File: config.mk
export PLATFORM = sky130hd
export DESIGN_NAME = control_sequencer
export DESIGN_NICKNAME = d
export VERILOG_FILES = /design/src/rtl/control_sequencer.sv
export SDC_FILE = /design/constraint.sdc
export NUM_CORES = 1
export LEC_CHECK = 0
export CORE_UTILIZATION = 45
export CTS_CLUSTER_DIAMETER = 40
export DETAILED_ROUTE_END_ITERATION = 16
export DONT_BUFFER_PORTS = 1
export RECOVER_POWER = 100
export SYNTH_ARGS = -nofsm -noshare
export SYNTH_HDL_FRONTEND = slang
export SYNTH_SLANG_ARGS = --single-unit
File: constraint.sdc
create_clock -name clk -period 2.1 [get_ports clk]
set_input_delay 0.525 -clock clk [delete_from_list [all_inputs] [get_ports clk]]
set_output_delay 0.525 -clock clk [all_outputs]
set_load 0.05 [all_outputs]
File: src/rtl/control_sequencer.sv
// control_sequencer: multi-cycle FSM that decodes a small RV32I subset into datapath
// control lines, with a retired-instruction counter and a sticky illegal-opcode flag.
module control_sequencer #(
    parameter bit HALT_ON_ILLEGAL = 1'b1
) (
    input  logic        clk,
    input  logic        rst_n,
    input  logic [31:0] instruction,
    input  logic        zero,
    output logic        branch,
    output logic        is_lui,
    output logic        is_jal,
    output logic        is_jalr,
    output logic        mem2reg,
    output logic        memwrite,
    output logic        alusrc,
    output logic        regwrite,
    output logic [3:0]  aluctl,
    output logic        pc_we,
    output logic        ir_we,
    output logic [2:0]  state,
    output logic        illegal,
    output logic [31:0] retired
);
    typedef enum logic [2:0] {
        FETCH  = 3'd0,
        DECODE = 3'd1,
        EXEC   = 3'd2,
        MEM    = 3'd3,
        WB     = 3'd4,
        HALT   = 3'd5
    } state_t;

    state_t cur, nxt;
    logic [6:0] op, f7;
    logic [2:0] f3;
    logic [3:0] d_aluctl;
    logic d_legal, d_alusrc, d_mem2reg, d_lui, d_jal, d_jalr, d_load, d_store, d_beq;
    logic r_load, r_store, r_beq, r_wr;
    logic unused_ok;

    assign op = instruction[6:0];
    assign f3 = instruction[14:12];
    assign f7 = instruction[31:25];
    // The branch outcome is resolved in the datapath, so zero and operand fields are ignored here.
    assign unused_ok = &{1'b0, zero, instruction[24:15], instruction[11:7]};

    always_comb begin
        d_legal   = 1'b0;
        d_aluctl  = 4'b0000;
        d_alusrc  = 1'b0;
        d_mem2reg = 1'b0;
        d_lui     = 1'b0;
        d_jal     = 1'b0;
        d_jalr    = 1'b0;
        d_load    = 1'b0;
        d_store   = 1'b0;
        d_beq     = 1'b0;
        case (op)
            7'b0110011: begin
                d_legal  = (f7 == 7'b0000000 && (f3 == 3'b000 || f3 == 3'b111 || f3 == 3'b110 || f3 == 3'b010))
                         || (f7 == 7'b0100000 && f3 == 3'b000);
                d_aluctl = f7[5] ? 4'b0110 : f3 == 3'b111 ? 4'b0000 : f3 == 3'b110 ? 4'b0001 :
                           f3 == 3'b010 ? 4'b0111 : 4'b0010;
            end
            7'b0010011: begin
                d_legal  = f3 == 3'b000;
                d_aluctl = 4'b0010;
                d_alusrc = 1'b1;
            end
            7'b0000011: begin
                d_legal   = 1'b1;
                d_aluctl  = 4'b0010;
                d_alusrc  = 1'b1;
                d_mem2reg = 1'b1;
                d_load    = 1'b1;
            end
            7'b0100011: begin
                d_legal  = 1'b1;
                d_aluctl = 4'b0010;
                d_alusrc = 1'b1;
                d_store  = 1'b1;
            end
            7'b1100011: begin
                d_legal  = 1'b1;
                d_aluctl = 4'b0110;
                d_beq    = 1'b1;
            end
            7'b1101111: begin
                d_legal = 1'b1;
                d_jal   = 1'b1;
            end
            7'b1100111: begin
                d_legal  = 1'b1;
                d_jalr   = 1'b1;
                d_alusrc = 1'b1;
            end
            7'b0110111: begin
                d_legal = 1'b1;
                d_lui   = 1'b1;
            end
            default: ;
        endcase
    end

    always_comb begin
        nxt = cur;
        case (cur)
            FETCH:   nxt = DECODE;
            DECODE:  nxt = d_legal ? EXEC : HALT_ON_ILLEGAL ? HALT : FETCH;
            EXEC:    nxt = (r_load || r_store) ? MEM : r_beq ? FETCH : WB;
            MEM:     nxt = r_load ? WB : FETCH;
            WB:      nxt = FETCH;
            default: nxt = HALT;
        endcase
    end

    assign state    = cur;
    assign ir_we    = cur == FETCH;
    assign branch   = cur == EXEC && r_beq;
    assign memwrite = cur == MEM && r_store;
    assign regwrite = cur == WB && r_wr;
    assign pc_we    = branch || memwrite || cur == WB || (cur == DECODE && !d_legal && !HALT_ON_ILLEGAL);

    // Decode fields are captured once per instruction and cleared on the way back to FETCH.
    always_ff @(posedge clk or negedge rst_n) begin
        if (!rst_n) begin
            cur     <= FETCH;
            illegal <= 1'b0;
            retired <= 32'd0;
            {aluctl, alusrc, mem2reg, is_lui, is_jal, is_jalr, r_load, r_store, r_beq, r_wr} <= '0;
        end else begin
            cur <= nxt;
            if (pc_we)
                retired <= retired + 32'd1;
            if (nxt == HALT)
                illegal <= 1'b1;
            if (cur == DECODE && d_legal)
                {aluctl, alusrc, mem2reg, is_lui, is_jal, is_jalr, r_load, r_store, r_beq, r_wr} <=
                    {d_aluctl, d_alusrc, d_mem2reg, d_lui, d_jal, d_jalr, d_load, d_store, d_beq, !(d_store || d_beq)};
            else if (nxt == FETCH)
                {aluctl, alusrc, mem2reg, is_lui, is_jal, is_jalr, r_load, r_store, r_beq, r_wr} <= '0;
        end
    end
endmodule

==> Word level (Yosys, flattened, before mapping) <==
Index checks and enable logic that the tools add are counted.
{ "totals": {"reg_bits": 48, "input_bits": 35, "out_inout_bits": 50} }
{ "op_classes": {"addsub": 1, "n_eq_ne": 17, "muxes": 29, "n_reduce_logical": 23} }
{ "op_table": {"columns": ["op", "count"], "rows": [
  ["$add 32x1->32 const B", 1],
  ["$eq 7x6->1 const B", 4],
  ["$mux 3", 8],
  ["$eq 7x7->1 const B", 3],
  ["$mux 1", 16],
  ["$pmux 3 s5", 1],
  ["$eq 3x3->1 const B", 4],
  ["$eq 3x2->1 const B", 3],
  ["$logic_not 3->1", 3],
  ["$pmux 3 s3", 1],
  ["$logic_or 1x1->1", 8],
  ["$mux 4", 2],
  ["$eq 7x2->1 const B", 1],
  ["$eq 7x5->1 const B", 1],
  ["$logic_not 7->1", 1],
  ["$logic_and 1x1->1", 6],
  ["$reduce_or 6->1", 1],
  ["$reduce_or 4->1", 1],
  ["$eq 3x1->1 const B", 1],
  ["$pmux 1 s3", 1],
  ["$reduce_or 3->1", 1],
  ["$reduce_bool 2->1", 1],
  ["$logic_not 1->1", 1]
]} }

==> Depth between registers and ports, before layout <==
{ "depth": {"word_depth": 12, "depth_mapped": 7, "depth_no_buf": 5} }

==> Worst setup path after synthesis <==
OpenSTA, ideal clock, no wires.
{ "synth_timing": {"kind": "register -> output", "from": "register cur[2], in the netlist state[2]", "to": "output port branch", "arrival_time_ns": 2.213, "required_time_ns": 1.575, "setup_slack_ns": -0.638, "path_stages_with_launch": 4, "cell_sequence": "dfrtp_1 > clkbuf_1 > nand2b_1 > nor3b_1"} }
{ "synth_via": {"elab_chain_len": 2} }
{ "synth_lines": {"columns": ["element", "line_no", "source"], "rows": [
  ["start: declaration", "34", "state_t cur, nxt;"],
  ["start signal: assignment", "133", "cur <= nxt;"],
  ["$eq 3x2->1", "120", "assign branch = cur == EXEC && r_beq;"],
  ["$logic_and 1x1->1", "120", null],
  ["end: declaration", "10", "output logic branch,"]
]} }
No other way between the ends.

==> Worst setup path in the final report <==
{ "layout_timing": {"from": "register cur[0], in the netlist state[0]", "to": "output port pc_we"} }
{ "layout_via": {"elab_chain_len": 4, "elab_cells_between_ends": 7} }
{ "layout_lines": {"columns": ["element", "line_no", "source"], "rows": [
  ["$eq 3x2->1, on equally long branches", "120, 121", null],
  ["$logic_and 1x1->1, on equally long branches", "120, 121", null],
  ["$logic_or 1x1->1", "123", "assign pc_we = branch || memwrite || cur == WB || (cur == DECODE && !d_legal && !HALT_ON_ILLEGAL);"],
  ["$logic_or 1x1->1 *", "123", null],
  ["end: declaration", "19", "output logic pc_we,"]
]} }
Every way passes the cells marked *; elsewhere a longest branch is shown, timed or not.

==> flow_results.org <==
** Layout
- Relative to the synthesized area, the layout overhead comes to 17.4%.
- The repair_antennas step left the layout with diodes totalling 0.
- The filler cells instantiated in the layout total 496.
- Area used by multi-input combinational logic :: 1120 um2
- Layout Nets :: 304
- The finished layout holds 339 standard cells, fillers aside.
- Fraction of layout cells with a size suffix above 1 :: 0.160
- Area taken by flip-flops and latches :: around 1200 um2
- Cell area after layout :: 2770 um2
- Once layout is complete, the utilization of the core stands at 0.546.

** Floorplan
- Initial Utilization :: 0.465
- Horizontal die dimension :: 74.5 um
- Area of the die :: around 5500 um2
- In this run the core area contains 26 standard-cell rows.
- 85 I/O pins were placed.
- Area of the core region :: 5070 um2
- From bottom edge to top edge, the die measures 74.5 um.

** Setup path
- By startpoint and endpoint, the worst setup path is classified as flip-flop to output port.
- STA puts the critical path data arrival time at around 1500 ps.
- Of all nets on the critical path, the largest fanout is 4.
- Critical path endpoint category :: output port
- Required @ worst endpoint :: 1570 ps
- The worst setup path is launched from a flip-flop.

** Yosys
- Sorting the synthesized cells by area gives the leading types as sky130_fd_sc_hd__dfrtp_1 (50%), sky130_fd_sc_hd__xnor2_1 (8.9%), sky130_fd_sc_hd__and3_1 (3.2%), sky130_fd_sc_hd__xor2_1 (3.0%), sky130_fd_sc_hd__nand4_1 (2.6%).
- The mapped netlist covers roughly 2400 um2.
- For this run, asynchronously set or reset flops after synthesis account for 1.00.
- Instance count of the mapped netlist :: 222
- Share of Yosys cell area claimed by the top area cell type :: 0.498
- After synthesis, the netlist uses 44 different library cells.
- Dividing the synthesized area by the synthesized cell count gives 10.6 um2.
- Most used flip-flop cell after synthesis :: sky130_fd_sc_hd__dfrtp_1
- Synth cell count leaders :: sky130_fd_sc_hd__dfrtp_1 (47), sky130_fd_sc_hd__xnor2_1 (24), sky130_fd_sc_hd__nand2_1 (16)
- Counting flops with a built-in enable in the synthesized netlist gives 0.
- Synth Warn # :: 0
- Counting flops and latches in the post-synthesis netlist gives 47.
- Portion of the post-synthesis area used by sequential elements :: 0.498
- Synth Net Count :: 258
- Most numerous cell in the Yosys netlist :: sky130_fd_sc_hd__dfrtp_1
- Top cell type by total area after synthesis :: sky130_fd_sc_hd__dfrtp_1

** Power
- Across the VDD grid, the largest voltage drop is between 0.2 and 0.25 mV.
- Power spread over the standard cell area amounts to approximately 560 nW/um2.
- Total leakage power :: 1.28 nW
- Final Power :: 0.00154 W

** Global route
- Largest net degree at the start of global routing :: 48
- The first global-routing pass estimated 8140 um of wire.
- Number of antenna violations at the first check in global routing :: 0
- Number of global-route vias before repair :: between 1500 and 2000
- In the global route stage, overall resource usage came out at 0.196.
- Global-route congestion overflow total :: 0

** STA
- For the finished layout, the period the worst path requires is 2040 ps.
- Final Max Slew Viols :: 0
- Final hold vios :: 0
- Headroom to the max-slew limit came out at 0.234.
- Worst Tran Pin Value :: 1150 ps
- In the finished design, the share of the clock period the worst path needs comes to 0.974.
- Hold is met by 377 ps.
- Clock skew on the completed layout was measured at 7.32 ps.
- Setup violation total in the final timing report :: 0
- Setup repair after global routing left no endpoint under its margin.
- Maximum clock rate :: between 400 and 500 MHz

** CTS
- The tree is rooted in a sky130_fd_sc_hd__clkbuf_8.
- Counting along the longest clock path gives a buffer depth of 2.
- In this run, CTS created clock tree buffers numbering 5.
- The clock net in this run drives a total of 47 sinks.
- CTS H-Tree Depth :: 2
- After clock tree synthesis, the clock-pin slew on the worst setup and hold paths is 90 ps.
- TritonCTS built the clock tree.
- Clock insertion delay at the later pin of the skew report :: 300 ps

** Detailed routing
- Remaining DRCs :: 0
- Routed Wire Length :: 5140 um
- Final routed wire length divided by cell count :: 15.2 um
- Detailed-router iteration count before antenna repair :: 4
- The routed layout has 1831 vias.
- Dividing the detail-routed via count by the number of cells gives 5.40.
- The detailed router finished its first iteration with 80 violations.
- Number of nets with antenna violations after routing :: 0

** Placed design
- Routability-driven placement finished with a final weighted congestion of 0.751.
- Number of port buffers :: 0
- The placed instances occupy a cell area of between 2000 and 3000 um2.
- Placed instance count :: 329
- Summed over all nets, the half-perimeter wirelength after detailed placement is about 3800 um.

** Min path
- Worst hold path type :: input port to flip-flop

** Job
- Max-cap viol count :: 0

** Outcome
- The run finished with clean final reports.
-- where the power goes --
part           switching, W  total (W)  internal [W]
clock              0.000316   0.000585      0.000269
combinational     0.0000343  0.0000487     0.0000144
sequential       0.00000141   0.000906      0.000905
total              0.000352    0.00154       0.00119
-- per-stage QoR --
step | TNS [ps] | worst slack, ps
6_report | 0 | 55.1
5_1_grt | 0 | 13.2
4_1_cts | 0 | 9.44
3_5_place_dp | -534 | -69.8
3_3_place_gp | -424 | -58.0
2_1_floorplan | -234 | -71.4
-- metal layers --
| metal | global-route usage | wire length [um] | up-vias |
|---|---|---|---|
| met5 | 0 | 0 | - |
| met4 | 0.0566 | 62 | 0 |
| met3 | 0.0664 | 407 | 6 |
| met2 | 0.304 | 2310 | 59 |
| met1 | 0.262 | 2360 | 870 |
| li1 | - | - | 896 |
-- worst paths after layout --
kind | start | slack, ps | cells after the start | to
setup / recovery | state[0] | 60 | 3 | pc_we
min in group asynchronous | rst_n | 440 | 1 | retired[5]
max in group asynchronous | rst_n | 890 | 1 | state[2]
hold reg to reg | r_wr | 520 | 1 | r_wr
setup reg to reg | state[0] | 90 | 6 | retired[28]
hold / removal | instruction[3] | 380 | 1 | is_jal
-- sequential cells by signal, indices dropped and copies added, names as in the netlist --
| signal | count |
|---|---|
| aluctl | 3 |
| alusrc | 1 |
| illegal | 1 |
| is_jal | 1 |
| is_jalr | 1 |
| is_lui | 1 |
| r_beq | 1 |
| r_load | 1 |
| r_store | 1 |
| r_wr | 1 |
| retired | 32 |
| state | 3 |
-- critical path, cell delays in order (launching register included) --
cell and delay, ps:
sky130_fd_sc_hd__dfrtp_2 430, sky130_fd_sc_hd__or3b_1 400, sky130_fd_sc_hd__o21a_4 160, sky130_fd_sc_hd__clkinvlp_4 230
-- layout make-up --
class	count	share of cell area
Inverter	6	0.00948
Multi-Input combinational cell	159	0.405
Clock inverter	2	0.00587
Sequential cell	47	0.426
Tap cell	70	0.0316
Timing Repair Buffer	49	0.0930
Clock buffer	6	0.0298
-- cell families after synthesis --
logic type | after synthesis | synth area share
xor+xnor | 32 | 0.119
buf+inv | 16 | 0.0312
flops | 47 | 0.498
compound gates | 35 | 0.120
other cells | 1 | 0.00159
mux | 1 | 0.00424
simple gates | 89 | 0.221
fa+ha+maj | 1 | 0.00530
-- cell usage in the layout, fill, tap and decap left out, types with 3 or more instances in the layout --
cell                        n
sky130_fd_sc_hd__a22o_1     4
sky130_fd_sc_hd__a31oi_1    4
sky130_fd_sc_hd__a32o_1     6
sky130_fd_sc_hd__and3_1    12
sky130_fd_sc_hd__and4_1     5
sky130_fd_sc_hd__buf_4     17
sky130_fd_sc_hd__clkbuf_1  28
sky130_fd_sc_hd__clkbuf_8   6
sky130_fd_sc_hd__dfrtp_1   44
sky130_fd_sc_hd__dfrtp_2    3
sky130_fd_sc_hd__inv_1      5
sky130_fd_sc_hd__nand2_1   16
sky130_fd_sc_hd__nand2b_1   3
sky130_fd_sc_hd__nand3_1   11
sky130_fd_sc_hd__nand4_1   10
sky130_fd_sc_hd__nor2_1     9
sky130_fd_sc_hd__nor2b_1    4
sky130_fd_sc_hd__nor3_1     4
sky130_fd_sc_hd__nor4_1     3
sky130_fd_sc_hd__o21ai_0    5
sky130_fd_sc_hd__xnor2_1   24
sky130_fd_sc_hd__xor2_1     8
-- what timing repair did --
| action | 4_1_cts | 5_1_grt |
|---|---|---|
| setup buffers | 1 | 0 |
| hold buffers | 1 | 0 |
| gates resized for setup | 2 | 1 |
| endpoints found under the setup margin | 1 | 1 |
| endpoints found under the hold margin | 47 | 0 |
Note: power is estimated with default switching activity, not from simulation.
==> patch 1, RTL diff (same flow settings) <==
Set the parameter `HALT_ON_ILLEGAL` to 1'b0 (it was 1'b1).
--- a/src/rtl/control_sequencer.sv
+++ b/src/rtl/control_sequencer.sv
@@ -3,3 +3,3 @@
 module control_sequencer #(
-    parameter bit HALT_ON_ILLEGAL = 1'b1
+    parameter bit HALT_ON_ILLEGAL = 1'b0
 ) (
Function: changed (a bounded check fails within 4 cycles, from zero or initial values and one cycle with rst_n low).
==> patch 1 against the original RTL <==
The run now ends with negative setup slack left; critical path depth up 3; cell area is 3.6% higher; final cell count increased by 6.8%; wire length grew 3.3%; worst setup slack lost 0.067 ns; sequential cell count is the same; synthesized area rose by 4.2%; largest cell class is now multi-input gates.
Power is not compared: it rests on default switching activity, and its combinational part moved more than twofold at a synthesized area within 25%.
==> patch 1: results (changes against the original RTL) <==
| Metric | Value |
|---|---|
| Post-cts repair resize count | 5 (was 2) |
| Violations in the final reports | negative setup slack |
| Detailed-route wire length | 5310 um (was 5140 um) |
| Worst hold path startpoint | instruction[6] (was instruction[3]) |
| Worst hold slack | 0.312 ns (was 0.377 ns) |
| Final Skew | 0.00808 ns (was 0.00732 ns) |
| Main area contributors after synthesis | dfrtp_1 48%, xor2_1 8.9%, nand2_1 4.9% (was dfrtp_1 50%, xnor2_1 8.9%, and3_1 3.2%) |
| DP HPWL | 3800 um (was 3750 um) |
| Via density per instance | 5.30 (was 5.40) |
| Destination of the worst hold path | r_load (was is_jal) |
| Number of cells produced by synthesis | 245 (was 222) |
| Synth cell count leaders | 47 x dfrtp_1, 32 x nand2_1, 25 x xor2_1 (was 47 x dfrtp_1, 24 x xnor2_1, 16 x nand2_1) |
| Met2 track demand over resource in global routing | 0.290 (was 0.304) |
| Net count, final | 327 (was 304) |
| Worst setup slack after layout | -0.0120 ns (was 0.0551 ns) |
| Worst reg2reg path endpoint | retired[16] (was retired[28]) |
| Setup violations, final | 1 (was 0) |
| Filler-free cell count of the finished design | 362 (was 339) |
| GR Util met3 | 0.0614 (was 0.0664) |
| Final total negative setup slack | -0.0120 ns (was 0 ns) |
| Biggest fanout along the worst timing path | 3 (was 4) |
| Reg2Reg Setup Slack | 0.13 ns (was 0.09 ns) |
| Global-route wire length before repair | 9110 um (was 8140 um) |
| Via count of the first global-routing pass | 1,845 (was 1,773) |
| Combined global-route utilization of all metal layers | 0.199 (was 0.196) |
| Share of synthesized area occupied by flip-flops and latches | 0.478 (was 0.498) |
| Run status | finished with violations (was finished clean) |
| Net count after synthesis | 281 (was 258) |
| Standard cell area after detailed placement | 2850 sq um (was 2780 sq um) |
| Global routing met1 resource utilization | 0.281 (was 0.262) |
| Actual transition at the worst max-transition pin | 1.17 ns (was 1.15 ns) |
| Buffer count from post-CTS setup fixing | 3 (was 1) |
-- patch 1: cell count changes in the layout (fill, tap and decap cells not counted), moves of 4 or more --
cell / before / now
clkbuf_1: 28 / 32
nor2_1: 9 / 14
xor2_1: 8 / 25
nand2b_1: 3 / 8
o21ai_0: 5 / 9
a32o_1: 6 / 2
nand2_1: 16 / 32
xnor2_1: 24 / 6
nor3_1: 4 / 12
inv_1: 5 / 1
nand4_1: 10 / 4
-- patch 1: per-layer routing --
metal  vias up  share of wire  routed length [um]
met2        68           0.44                2350
met3         6          0.069                 364
met4         0          0.011                  59
met5         -              0                   0
met1       905           0.48                2530
li1        940              -                   -
-- patch 1: area by class of cell --
cell class                      instances  area [sq um]
Timing Repair Buffer                   52           285
Clock inverter                          1          5.00
Inverter                                2          7.51
Sequential cell                        47          1180
Clock buffer                            7          86.3
Fill cell                             482          2300
Multi-Input combinational cell        183          1220
Tap cell                               70          87.6
==> patch 2, RTL diff (same settings) <==
Without the edit above. Add an input register stage for `instruction` and `zero`, without a reset; this delays them by one clock.
--- a/src/rtl/control_sequencer.sv
+++ b/src/rtl/control_sequencer.sv
@@ -33,2 +33,10 @@
 
+    logic [31:0] instruction_q;
+    logic zero_q;
+
+    always_ff @(posedge clk) begin
+        instruction_q <= instruction;
+        zero_q        <= zero;
+    end
+
     state_t cur, nxt;
@@ -41,7 +49,7 @@
 
-    assign op = instruction[6:0];
-    assign f3 = instruction[14:12];
-    assign f7 = instruction[31:25];
+    assign op = instruction_q[6:0];
+    assign f3 = instruction_q[14:12];
+    assign f7 = instruction_q[31:25];
     // The branch outcome is resolved in the datapath, so zero and operand fields are ignored here.
-    assign unused_ok = &{1'b0, zero, instruction[24:15], instruction[11:7]};
+    assign unused_ok = &{1'b0, zero_q, instruction_q[24:15], instruction_q[11:7]};
 
Behaviour: not the same (a bounded check fails within 4 cycles, from zero or initial values and one cycle with rst_n low).
==> patch 2 against the original RTL <==
Core utilization grew 2.3 points; cell area is 22% higher; clock skew shrank 0.0020 ns; synthesized area rose by 18%; worst setup slack better by 0.0074 ns; synthesized cell count increased by 17%; wire length up 18%; sequential cell count increased by 17; highest routed layer unchanged.
Power is not compared: it rests on default switching activity, and its combinational part moved more than twofold at a synthesized area within 25%.
==> patch 2: results (changes against the original RTL) <==
| Metric | Value |
|---|---|
| Static leakage power | 1.50 nW |
| Initial Util | 0.468 (was 0.465) |
| DP HPWL | 4450 um (was 3750 um) |
| Largest buffer count on any clock path | 2 (unchanged) |
| Number of distinct library cell variants in the gate-level netlist after synthesis | 53 (was 44) |
| Clock-pin slew reported for the worst setup and hold paths after clock tree synthesis | 0.07 ns (was 0.09 ns) |
| First-iteration detailed-routing DRC count | 109 (was 80) |
| Hold Path Cell Cnt | 0 (was 1) |
| Number of antenna violations at the first check in global routing | 0 (unchanged) |
| Kind of path behind the tightest hold check | input pin to flip-flop (unchanged) |
| Worst Path Arrival | 2.32 ns (was 1.52 ns) |
| Global routing met1 resource utilization | 0.268 (was 0.262) |
| Async SR Flop Fraction | 0.734 (was 1.00) |
| Number of detailed-route iterations in the first pass | 4 (unchanged) |
| Fraction of final layout cells with drive strength greater than 1 | 0.184 (was 0.160) |
| Biggest fanout along the worst timing path | 3 (was 4) |
| Maximum number of pins on one net before global-route repair | 48 (unchanged) |
| Fill cell instance count of the final layout | 543 (was 496) |
| Worst slack at placement | 0.0352 ns (was -0.0698 ns) |
| Yosys synthesis warning count | 0 (unchanged) |
| Clock latency on the worst-skew pair | 0.33 ns (was 0.30 ns) |
| Final Skew | 0.00532 ns (was 0.00732 ns) |
| Combined global-route utilization of all metal layers | 0.206 (was 0.196) |
| Relative max-transition margin | 0.232 (was 0.234) |
| Register-to-Register Path Depth | 5 (was 6) |
| Leading register cell type out of synthesis | dfrtp_1 (unchanged) |
| Global-route wire length before repair | 9900 um (was 8140 um) |
| Net count, final | 351 (was 304) |
| Main area contributors after synthesis | dfrtp_1 42%, dfxtp_1 12%, xnor2_1 6.0% (was dfrtp_1 50%, xnor2_1 8.9%, and3_1 3.2%) |
| Clock buffers created by TritonCTS | 9 (was 5) |
| Met2 track demand over resource in global routing | 0.308 (was 0.304) |
| H-tree depth | 3 (was 2) |
| Worst IR drop on VDD | 0.718 mV |
| Crit path largest cell delay | 0.49 ns (was 0.43 ns) |
| Cell with the biggest individual delay on the critical path | or4_4 (was dfrtp_2) |
| Port-buffer cells | 0 (unchanged) |
| Detailed-route wire length | 6050 um (was 5140 um) |
| Largest registers ranked by flip-flop count | retired x32, instruction_q x17 |
| GR Util met3 | 0.0795 (was 0.0664) |
| Via density per instance | 5.37 (was 5.40) |
| Weighted congestion reported at the end of routability-driven placement | 0.885 (was 0.751) |
| Via count of the first global-routing pass | 2,108 (was 1,773) |
| Net count after synthesis | 296 (was 258) |
| Synth cell count leaders | 47 x dfrtp_1, 19 x nand2_1, 19 x xnor2_1 (was 47 x dfrtp_1, 24 x xnor2_1, 16 x nand2_1) |
| Share of synthesized area occupied by flip-flops and latches | 0.544 (was 0.498) |
| Antenna fix cells | 0 (unchanged) |
| Clk Tree Root Cell | clkbuf_8 (unchanged) |
| Category of cells accounting for the largest share of critical-path delay | simple AND/OR/NAND/NOR gates (was flip-flops) |
| Run status | finished clean (unchanged) |
==> patch 2: changes by cell type after synthesis, moves of 3 or more <==
cell,unedited run,this run
dfxtp_1,0,17
nor3_1,5,13
and3_1,12,5
nor2_1,11,16
xnor2_1,24,19
a31oi_1,4,0
a32o_1,6,2
xor2_1,8,12
nand2_1,16,19
nor3b_1,1,4
or4_1,0,3
==> patch 2: area by class of cell <==
type	instances	area share
multi-input cells	180	0.367
clock buffers	15	0.0616
repair buffers	52	0.0804
flip-flops and latches	64	0.449
well taps	75	0.0277
clock inverters	1	0.00148
inverters	8	0.0125
==> patch 2: cell families after synthesis <==
kind of cell / Yosys count / share of synthesized area
AO/OA/AOI/OAI: 32 / 0.0902
XOR/XNOR: 31 / 0.0974
adder cells (fa/ha/maj): 1 / 0.00449
buffers and inverters: 16 / 0.0242
flip-flops: 64 / 0.544
multiplexers: 2 / 0.00763
other: 1 / 0.00135
AND/OR/NAND/NOR: 113 / 0.231
==> patch 2: through the flow <==
step | TNS, ns | area, sq um | std cells | power, W | utilization
after floorplan | -0.0165 | 2830 | 260 | 0.00230 | -
after global placement | 0 | 3240 | 375 | 0.00259 | 0.543
after detailed placement | 0 | 3240 | 375 | 0.00260 | 0.543
after CTS | 0 | 3480 | 392 | 0.00373 | 0.585
after global routing | 0 | 3390 | 395 | 0.00387 | 0.570
final | 0 | 3390 | 395 | 0.00369 | 0.570
==> patch 2: layer usage <==
| metal | up-vias | wire length (um) |
|---|---|---|
| met5 | - | 0 |
| met4 | 0 | 100 |
| met3 | 14 | 357 |
| met2 | 56 | 2730 |
| met1 | 1008 | 2860 |
| li1 | 1042 | - |
==> patch 2: worst paths after layout <==
kind                            startpoint                end  slack [ns]
setup / recovery                  state[1]          aluctl[0]        0.06
hold / removal             instruction[25]  instruction_q[25]        0.21
setup reg to reg                  state[1]          aluctl[0]        0.06
hold reg to reg                       r_wr               r_wr        0.51
max in group asynchronous            rst_n         retired[3]        0.91
min in group asynchronous            rst_n          aluctl[1]        0.41
==> patch 2: power by group <==
part | leakage, nW | total, W | internal [W] | switching, W
Clock | 0.110 | 0.00109 | 0.000637 | 0.000454
Sequential | 0.775 | 0.00151 | 0.00135 | 0.000162
Combinational | 0.619 | 0.00109 | 0.000370 | 0.000725
Total | 1.50 | 0.00369 | 0.00235 | 0.00134
==> patch 2: timing repair <==
item,4_1_cts,5_1_grt
endpoints found under the setup margin,1,8
hold buffers,1,0
resized for setup,1,10
setup buffers,0,3
endpoints found under the hold margin,47,0
